**config.mk**
```make
export PLATFORM = sky130hd
export DESIGN_NAME = lsu_dbus
export DESIGN_NICKNAME = d
export VERILOG_FILES = /design/src/rtl/lsu_dbus_pkg.sv /design/src/rtl/lsu_dbus_align.sv /design/src/rtl/lsu_dbus.sv
export SDC_FILE = /design/constraint.sdc
export NUM_CORES = 1
export LEC_CHECK = 0
export ABC_CLOCK_PERIOD_IN_PS = 2000
export CAP_MARGIN = 40
export CORE_ASPECT_RATIO = 0.75
export CORE_MARGIN = 10
export CORE_UTILIZATION = 57
export CTS_BUF_LIST = sky130_fd_sc_hd__clkbuf_16
export CTS_CLUSTER_SIZE = 30
export DETAILED_ROUTE_END_ITERATION = 7
export DONT_BUFFER_PORTS = 1
export GPL_TIMING_DRIVEN = 0
export PLACE_DENSITY = 0.72
export SYNTH_ARGS = -nofsm -noshare
export SYNTH_HDL_FRONTEND = slang
export SYNTH_HIERARCHICAL = 1
export SYNTH_SLANG_ARGS = --single-unit
```
**constraint.sdc**
```tcl
create_clock -name clk -period 2 [get_ports clk]
set_clock_uncertainty 0.2 [all_clocks]
set_input_delay 0.3 -clock clk [delete_from_list [all_inputs] [get_ports clk]]
set_output_delay 0.3 -clock clk [all_outputs]
set_load 0.02 [all_outputs]
```
**src/rtl/lsu_dbus_pkg.sv**
```systemverilog
// rtl/lsu_dbus_pkg.sv - shared mem_type codes, LSU state encoding and alignment helper
package lsu_dbus_pkg;

    localparam int MEM_TYPE_W = 2;

    // mem_type codes; 2'b11 is decoded as a word access everywhere
    localparam logic [MEM_TYPE_W-1:0] LS_B = 2'b00;
    localparam logic [MEM_TYPE_W-1:0] LS_H = 2'b01;
    localparam logic [MEM_TYPE_W-1:0] LS_W = 2'b10;

    // mem_sign value selecting zero-extension
    localparam logic LS_UNSIGNED = 1'b1;

    typedef enum logic [1:0] {
        LSU_IDLE = 2'b00,
        LSU_REQ  = 2'b01,
        LSU_WAIT = 2'b10,
        LSU_DONE = 2'b11
    } lsu_state_e;

    // True when the low address bits violate the natural alignment of the access
    function automatic logic is_misaligned(input logic [MEM_TYPE_W-1:0] t,
                                           input logic [1:0] lo);
        logic m;
        m = 1'b0;
        case (t)
            LS_B:    m = 1'b0;
            LS_H:    m = lo[0];
            default: m = |lo;
        endcase
        return m;
    endfunction

endpackage

```
**src/rtl/lsu_dbus_align.sv**
```systemverilog
// rtl/lsu_dbus_align.sv - combinational byte-lane generation and load extract/extend
//
// Ports:
//   st_type, st_lo, st_data  -> st_be, st_lanes : store byte enables and lane-replicated data
//   ld_type, ld_lo, ld_sign, bus_rdata -> ld_data : lane-selected, sign/zero-extended load
// Misaligned low bits are forced to natural alignment: half uses only lo[1], word ignores lo.
module lsu_dbus_align
    import lsu_dbus_pkg::*;
(
    input  logic [1:0]  st_type,
    input  logic [1:0]  st_lo,
    input  logic [31:0] st_data,
    output logic [3:0]  st_be,
    output logic [31:0] st_lanes,
    input  logic [1:0]  ld_type,
    input  logic [1:0]  ld_lo,
    input  logic        ld_sign,
    input  logic [31:0] bus_rdata,
    output logic [31:0] ld_data
);

    logic [7:0]  ld_byte;
    logic [15:0] ld_half;

    always_comb begin
        st_be    = 4'b1111;
        st_lanes = st_data;
        case (st_type)
            LS_B: begin
                st_be    = 4'b0001 << st_lo;
                st_lanes = {4{st_data[7:0]}};
            end
            LS_H: begin
                st_be    = 4'b0011 << {st_lo[1], 1'b0};
                st_lanes = {2{st_data[15:0]}};
            end
            default: ;
        endcase
    end

    always_comb begin
        ld_byte = bus_rdata[{ld_lo, 3'b000} +: 8];
        ld_half = ld_lo[1] ? bus_rdata[31:16] : bus_rdata[15:0];
        ld_data = bus_rdata;
        case (ld_type)
            LS_B: ld_data = (ld_sign == LS_UNSIGNED) ? {24'h0, ld_byte}
                                                     : {{24{ld_byte[7]}}, ld_byte};
            LS_H: ld_data = (ld_sign == LS_UNSIGNED) ? {16'h0, ld_half}
                                                     : {{16{ld_half[15]}}, ld_half};
            default: ;
        endcase
    end

endmodule

```
**src/rtl/lsu_dbus.sv**
```systemverilog
// rtl/lsu_dbus.sv - load/store unit driving a req/gnt/rvalid data bus
//
// Core side : rdmem, wmem, mem_type, mem_sign, addr, wdata in; rdata, done, hold, bus_err out.
// Bus side  : dbus_req, dbus_we, dbus_addr, dbus_be, dbus_wdata out; dbus_gnt, dbus_rvalid,
//             dbus_rdata in.
// Optional  : LSU_MISALIGN_TRAP_EN - misaligned half/word accesses skip the bus and finish
//             with bus_err; otherwise the low address bits are forced to natural alignment.
module lsu_dbus
    import lsu_dbus_pkg::*;
#(
    parameter int AW      = 32,
    parameter int DW      = 32,
    parameter int TIMEOUT = 64
) (
    input  logic          clk,
    input  logic          rstn,
    input  logic          rdmem,
    input  logic          wmem,
    input  logic [1:0]    mem_type,
    input  logic          mem_sign,
    input  logic [AW-1:0] addr,
    input  logic [DW-1:0] wdata,
    output logic [DW-1:0] rdata,
    output logic          done,
    output logic          hold,
    output logic          bus_err,
    output logic          dbus_req,
    output logic          dbus_we,
    output logic [AW-1:0] dbus_addr,
    output logic [3:0]    dbus_be,
    output logic [DW-1:0] dbus_wdata,
    input  logic          dbus_gnt,
    input  logic          dbus_rvalid,
    input  logic [DW-1:0] dbus_rdata
);

    localparam int CW = $clog2(TIMEOUT);

    lsu_state_e    state_q, state_d;
    logic [CW-1:0] cnt_q, cnt_d;
    logic [1:0]    type_q, type_d;
    logic [1:0]    lo_q, lo_d;
    logic          sign_q, sign_d;
    logic          we_q, we_d;
    logic [AW-1:0] baddr_q, baddr_d;
    logic [3:0]    be_q, be_d;
    logic [DW-1:0] bwdata_q, bwdata_d;
    logic [DW-1:0] rdata_q, rdata_d;
    logic          err_q, err_d;

    logic [3:0]    st_be;
    logic [DW-1:0] st_lanes;
    logic [DW-1:0] ld_data;
    logic          timed_out;

    lsu_dbus_align u_align (
        .st_type   (mem_type),
        .st_lo     (addr[1:0]),
        .st_data   (wdata),
        .st_be     (st_be),
        .st_lanes  (st_lanes),
        .ld_type   (type_q),
        .ld_lo     (lo_q),
        .ld_sign   (sign_q),
        .bus_rdata (dbus_rdata),
        .ld_data   (ld_data)
    );

    assign timed_out = (cnt_q == CW'(TIMEOUT - 1));

    always_comb begin
        state_d  = state_q;
        cnt_d    = cnt_q;
        type_d   = type_q;
        lo_d     = lo_q;
        sign_d   = sign_q;
        we_d     = we_q;
        baddr_d  = baddr_q;
        be_d     = be_q;
        bwdata_d = bwdata_q;
        rdata_d  = rdata_q;
        err_d    = 1'b0;
        case (state_q)
            LSU_IDLE: begin
                if (rdmem || wmem) begin
                    type_d   = mem_type;
                    lo_d     = addr[1:0];
                    sign_d   = mem_sign;
                    we_d     = wmem & ~rdmem;   // simultaneous rd/wr resolves to a load
                    baddr_d  = {addr[AW-1:2], 2'b00};
                    be_d     = st_be;
                    bwdata_d = st_lanes;
                    cnt_d    = '0;
`ifdef LSU_MISALIGN_TRAP_EN
                    if (is_misaligned(mem_type, addr[1:0])) begin
                        state_d = LSU_DONE;
                        err_d   = 1'b1;
                        rdata_d = '0;
                    end else begin
                        state_d = LSU_REQ;
                    end
`else
                    state_d = LSU_REQ;
`endif
                end
            end
            LSU_REQ: begin
                if (dbus_gnt && dbus_rvalid) begin
                    state_d = LSU_DONE;
                    cnt_d   = '0;
                    if (!we_q) rdata_d = ld_data;
                end else if (dbus_gnt) begin
                    state_d = LSU_WAIT;
                    cnt_d   = '0;
                end else if (timed_out) begin
                    state_d = LSU_DONE;
                    cnt_d   = '0;
                    err_d   = 1'b1;
                    rdata_d = '0;
                end else begin
                    cnt_d = cnt_q + CW'(1);
                end
            end
            LSU_WAIT: begin
                if (dbus_rvalid) begin
                    state_d = LSU_DONE;
                    cnt_d   = '0;
                    if (!we_q) rdata_d = ld_data;
                end else if (timed_out) begin
                    state_d = LSU_DONE;
                    cnt_d   = '0;
                    err_d   = 1'b1;
                    rdata_d = '0;
                end else begin
                    cnt_d = cnt_q + CW'(1);
                end
            end
            default: begin
                // DONE: request inputs are ignored for this cycle
                state_d = LSU_IDLE;
            end
        endcase
    end

    always_ff @(posedge clk or negedge rstn) begin
        if (!rstn) begin
            state_q  <= LSU_IDLE;
            cnt_q    <= '0;
            type_q   <= '0;
            lo_q     <= '0;
            sign_q   <= 1'b0;
            we_q     <= 1'b0;
            baddr_q  <= '0;
            be_q     <= '0;
            bwdata_q <= '0;
            rdata_q  <= '0;
            err_q    <= 1'b0;
        end else begin
            state_q  <= state_d;
            cnt_q    <= cnt_d;
            type_q   <= type_d;
            lo_q     <= lo_d;
            sign_q   <= sign_d;
            we_q     <= we_d;
            baddr_q  <= baddr_d;
            be_q     <= be_d;
            bwdata_q <= bwdata_d;
            rdata_q  <= rdata_d;
            err_q    <= err_d;
        end
    end

    assign dbus_req   = (state_q == LSU_REQ);
    assign done       = (state_q == LSU_DONE);
    assign bus_err    = err_q;
    assign dbus_we    = we_q;
    assign dbus_addr  = baddr_q;
    assign dbus_be    = be_q;
    assign dbus_wdata = bwdata_q;
    assign rdata      = rdata_q;
    // hold is combinational on the request so control stalls in the accept cycle;
    // gated by rstn so every output reads 0 while reset is applied
    assign hold = rstn & (((state_q == LSU_IDLE) & (rdmem | wmem)) |
                          (state_q == LSU_REQ) | (state_q == LSU_WAIT));

endmodule

```
### Word-level counts from Yosys, hierarchy flattened

Cells that the tools add are included.

| word-level totals | value |
|---|---|
| flip-flop bits (word level) | 113 |
| bits of input ports | 105 |
| output and inout bits | 105 |
| logic and storage cells | 69 |

| operators by class | value |
|---|---|
| add/subtract/negate cells | 1 |
| eq/ne operators | 8 |
| shift-type cells | 3 |
| multiplexer cells | 29 |
| bitwise gates (word level) | 7 |
| reduce and logical (&&, ||, !) cells | 10 |

Operator list:

| kind | number |
|---|---|
| 2-to-1 mux 32 bit | 7 |
| case mux 32 bit (2 select lines) | 3 |
| indexed part select 32 x 6 -> 8 bit | 1 |
| 2-to-1 mux 6 bit | 5 |
| case mux 6 bit (3 select lines) | 1 |
| 2-to-1 mux 16 bit | 1 |
| 2-to-1 mux 2 bit | 5 |
| case mux 4 bit (2 select lines) | 1 |
| adder 6 x 1 -> 6 bit, second input constant | 1 |
| == test 2 x 1 -> 1 bit, second input constant | 3 |
| == test 6 bit, second input constant | 1 |
| logical NOT 2 bit | 3 |
| case mux 2 bit (3 select lines) | 1 |
| AND reduction 2 bit | 3 |
| == test 2 bit, second input constant | 2 |
| 2-to-1 mux 1 bit | 4 |
| << shifter 1 x 2 -> 4 bit, first input constant | 1 |
| << shifter 2 x 2 -> 4 bit, first input constant | 1 |
| AND 1 bit | 3 |
| != test 3 x 2 -> 1 bit, second input constant | 1 |
| bitwise OR 1 bit | 3 |
| nonzero test 3 bit | 1 |
| != test 2 bit, second input constant | 1 |
| case mux 1 bit (2 select lines) | 1 |
| 4 further kinds | 4 |

### Logic depth before layout (Yosys ltp)

| logic depth | value |
|---|---|
| depth in word-level cells | 6 |
| gate-level depth with buffers | 7 |
| depth with buffers taken out | 6 |

### By module

Netlist, hierarchy kept.

By module, submodules not included:

| module | instances | cells an instance | area an instance (µm²) |
|---|---|---|---|
| lsu_dbus | 1 | 368 | 4558.1 |
| lsu_dbus_align | 1 | 164 | 1192.4 |

### Worst setup path before layout

No wires, ideal clock.

| timing | value |
|---|---|
| path kind | flip-flop to output port |
| start point | register state_q[0] |
| end point | output hold |
| arrival time | 1.607 ns |
| data required time | 1.500 ns |
| setup slack | -0.107 ns |
| stages on the path, launching flop included | 6 |
| path through | dfrtp_1 > inv_1 > ha_1 > o21ai_1 > buf_2 > a21boi_0 |

| between the ends | value |
|---|---|
| longest elaborated chain between the ends | 5 |
| elaborated cells between the ends (all ways) | 7 |
| classes of those cells | 2 x eq/ne; 4 x bitwise; 1 x reduce/logical |

Ends and longest elaborated chain:

| what | RTL line | RTL |
|---|---|---|
| from (decl) | lsu_dbus.sv:39 | `lsu_state_e state_q, state_d;` |
| from (signal assigned) | lsu_dbus.sv:159 | `state_q <= state_d;` |
| logical NOT 2 bit | lsu_dbus.sv:183 | `assign hold = rstn & (((state_q == LSU_IDLE) & (rdmem \| wmem)) \|` |
| AND 1 bit | lsu_dbus.sv:183 |  |
| bitwise OR 1 bit | lsu_dbus.sv:183 |  |
| bitwise OR 1 bit * | lsu_dbus.sv:184 | `(state_q == LSU_REQ) \| (state_q == LSU_WAIT));` |
| AND 1 bit * | lsu_dbus.sv:183 |  |
| to (decl) | lsu_dbus.sv:25 | `output logic hold,` |

Mark *: on every way between the ends. The rest lies on a longest branch, timed or not.

### Final worst setup path

| timing | value |
|---|---|
| start point | register state_q[1] |
| end point | output hold |

The elaborated chain is that of the path after synthesis.

==> results by group <==
Outcome
  • Status: finished with violations
  • Failing checks: negative hold slack, negative setup slack

Clock network
  • CTS sink count: 113
  • H-tree levels: 4
  • # hold bufs at CTS: 87
  • Clock root buffer: clkbuf_16
  • Clk buf depth: 2
  • Total CTS buffers: 17
  • CTS tree: done
  • Latest clock arrival within the worst-skew pair: 0.40 ns
  • Clock slew at reported path FFs: 0.05 ns

Critical path
  • Worst Path Max Fanout: 4
  • Arrival time of the worst setup path: 1.52 ns
  • Top delay family on crit path: flip-flops
  • CP endpoint kind: primary output
  • Classification of the worst setup path: flip-flop to primary output
  • CP Cell Sequence: inv_2 -> ha_4 -> o21ai_4 -> buf_6 -> a21boi_4
  • Slowest stage cell, crit path: dfrtp_1
  • Buffers & Inverters on Critical Path: 2
  • Reg2Reg Depth: 6
  • CP required: 1.50 ns
  • Startpoint Class: flip-flop
  • CP max stage delay: 0.42 ns
  • Levels on crit path: 5

STA
  • Final setup viols: 1
  • WHS: -0.608 ns
  • Max-slew headroom: 44.2%
  • Unrepaired setup endpoints after global routing: yes
  • Fin crit period: 2.02 ns
  • Fin crit share: 101%
  • Final max-slew violation count: 0
  • Fmax achieved: 494 MHz
  • Setup TNS: -0.0240 ns
  • Final WS setup: -0.0240 ns
  • Final hold vios: 113
  • Worst-Margin Slew: 0.835 ns

Floorplanning
  • Core ar.: 9740 µm²
  • Chip height: 107 µm
  • Io pins: 210
  • Num rows: 31
  • Die width: 136 µm
  • Die Area: 14500 µm²
  • Initial Utilization: 59.1%

Place
  • IO buf count: 0
  • Setup Slack @ Placement: -0.400 ns
  • RePlAce Congestion: 0.886
  • DP HPWL: 11.8 mm

Logic synthesis
  • Seq cells post-synth: 113
  • Ys flop type: dfrtp_1
  • Register area share after synthesis: 49.2%
  • Top cells by count, synth: dfrtp_1, nand2_1, mux2_2
  • Avg Inst Size Synth: 10.8 µm²
  • Area share of the largest cell type after synthesis: 49.2%
  • Leading area contributor after synthesis: dfrtp_1
  • Top cells by area, synth: dfrtp_1, mux2_2, nand2_1
  • Number of flops mapped to enable cells by yosys: 0
  • Syn Std Cell Area: 5750 µm²
  • Top-count cell post-synth: dfrtp_1
  • Synth warn: 6
  • Syn Inst Count: 532
  • Synth cell types: 46
  • Synth async-reset ratio: 100%

Power and ir drop
  • Sequential Power Share: 42.6%
  • Worst VDD drop: 0.00113 V
  • Logic pwr share: 34.1%
  • NetSw: 5.15 mW
  • Leak Pwr: 3.33 nW
  • Total power: 12.8 mW
  • Sw Share: 40.3%
  • Pint: 7.63 mW
  • Pwr Density: 1680 nW/µm²
  • Clock power share: 23.4%

Run
  • MaxCap Viol Count: 0

Worst hold path
  • Worst hold path class: input pin to asynchronous set/reset pin

Route
  • Via count: 4733
  • DRC Markers: 0
  • Initial DRC Count: 285
  • Antenna viol nets, final: 0
  • Total routed wirelength: 17.8 mm
  • Wire per inst: 22.5 µm
  • Drt via density: 5.97
  • Drt pass-1 iters: 6

GRT
  • Gr ovfl total: 0
  • Initial antenna violation count: 2
  • First-pass GRT wire length: 28.0 mm
  • Largest net degree at the start of global routing: 115
  • Gr usage total: 24.6%
  • Vias in the first global route: 5040

Layout
  • Layout Area Growth over Synthesis: 32.5%
  • Share of cells above drive strength 1: 24.7%
  • Final core occ: 78.3%
  • Nets: 759
  • # fillers: 598
==> stage by stage <==
stage | hold WS, ns | instance area (µm²) | cells
3_5_place_dp | -0.192 | 5920 | 665
2_1_floorplan | -0.196 | 5750 | 533
3_3_place_gp | -0.192 | 5920 | 665
6_report | -0.608 | 7620 | 793
4_1_cts | -0.617 | 7500 | 787
5_1_grt | -0.626 | 7620 | 793
==> layout make-up <==
| type | count | area [µm²] | area share, % |
|---|---|---|---|
| diodes | 2 | 5.00 | 0.0657 |
| well taps | 132 | 165 | 2.17 |
| clock buffers | 17 | 425 | 5.58 |
| clock inverters | 13 | 156 | 2.05 |
| repair buffers | 97 | 950 | 12.5 |
| inverters | 10 | 40.0 | 0.526 |
| multi-input cells | 368 | 2790 | 36.7 |
| flip-flops and latches | 113 | 2830 | 37.1 |
| plain buffers | 41 | 253 | 3.32 |
==> sequential cells by signal (all words and copies together) (netlist names) <==
register	cells
dbus_wdata	32
rdata	32
dbus_addr	30
cnt_q	6
dbus_be	4
lo_q	2
state_q	2
type_q	2
bus_err	1
dbus_we	1
sign_q	1
==> what timing repair did <==
action	CTS	global route
hold endpoints to repair	201	113
setup endpoints to repair	107	99
gates resized for setup	25	29
buffers inserted	6	4
pin swaps	2	4
==> power groups by stage <==
stage | registers, mW | clock network (mW) | logic [mW]
2_1_floorplan | 5.09 | 0 | 3.05
3_3_place_gp | 5.43 | 0 | 3.53
3_5_place_dp | 5.47 | 0 | 3.69
4_1_cts | 5.46 | 3.03 | 4.10
5_1_grt | 5.59 | 3.15 | 4.74
6_report | 5.44 | 2.99 | 4.35
==> placed cells by master (no fill, tap or decap), drive strengths merged, types with 6 or more instances in the layout <==
cell type,Yosys,layout
buf,30,33
nand2,91,91
a221o,8,8
mux2i,25,25
o21ai,32,32
a21oi,36,36
mux2,88,88
ha,6,6
a22o,9,9
dlygate4sd3,0,87
o22a,8,8
nor2,13,13
inv,10,15
clkbuf,12,35
dfrtp,113,113
nor2b,11,11
==> kinds of logic (layout without fill, tap and decap cells) <==
kind of cell	count (synthesis)	after routing	share of synthesized area (%)
other	1	4	0.0652
flip-flops	113	113	49.2
AND/OR/NAND/NOR	131	131	10.1
AO/OA/AOI/OAI	115	115	13.0
adder cells (fa/ha/maj)	6	6	1.31
multiplexers	114	114	22.0
buffers and inverters	52	178	4.44
==> worst reg2reg max path, cell delays in order (launching register included) <==
cell and delay [ns]:
dfrtp_1 0.42, inv_2 0.09, ha_4 0.19, nor3b_4 0.18, or2_4 0.28, or4_4 0.47, o21ai_1 0.08
==> path summary, 6_finish.rpt <==
kind	startpoint	to	slack, ns
max in group asynchronous	rstn	lo_q[1]	1.95
max reg2reg	state_q[1]	cnt_q[3]	0.02
min in group clk	addr[1]	dbus_be[0]	0.01
max	state_q[1]	hold	-0.02
min reg2reg	type_q[1]	type_q[1]	0.31
min	rstn	rdata[27]	-0.61
==> metal layers <==
| layer | vias up | track usage [%] | routed length [µm] |
|---|---|---|---|
| li1 | 2116 | - | - |
| met4 | 0 | 10.6 | 599 |
| met2 | 268 | 39.6 | 8650 |
| met3 | 58 | 11.8 | 2300 |
| met5 | - | 0 | 0 |
| met1 | 2291 | 27.3 | 6280 |
Power figures use the tool's default switching activity.
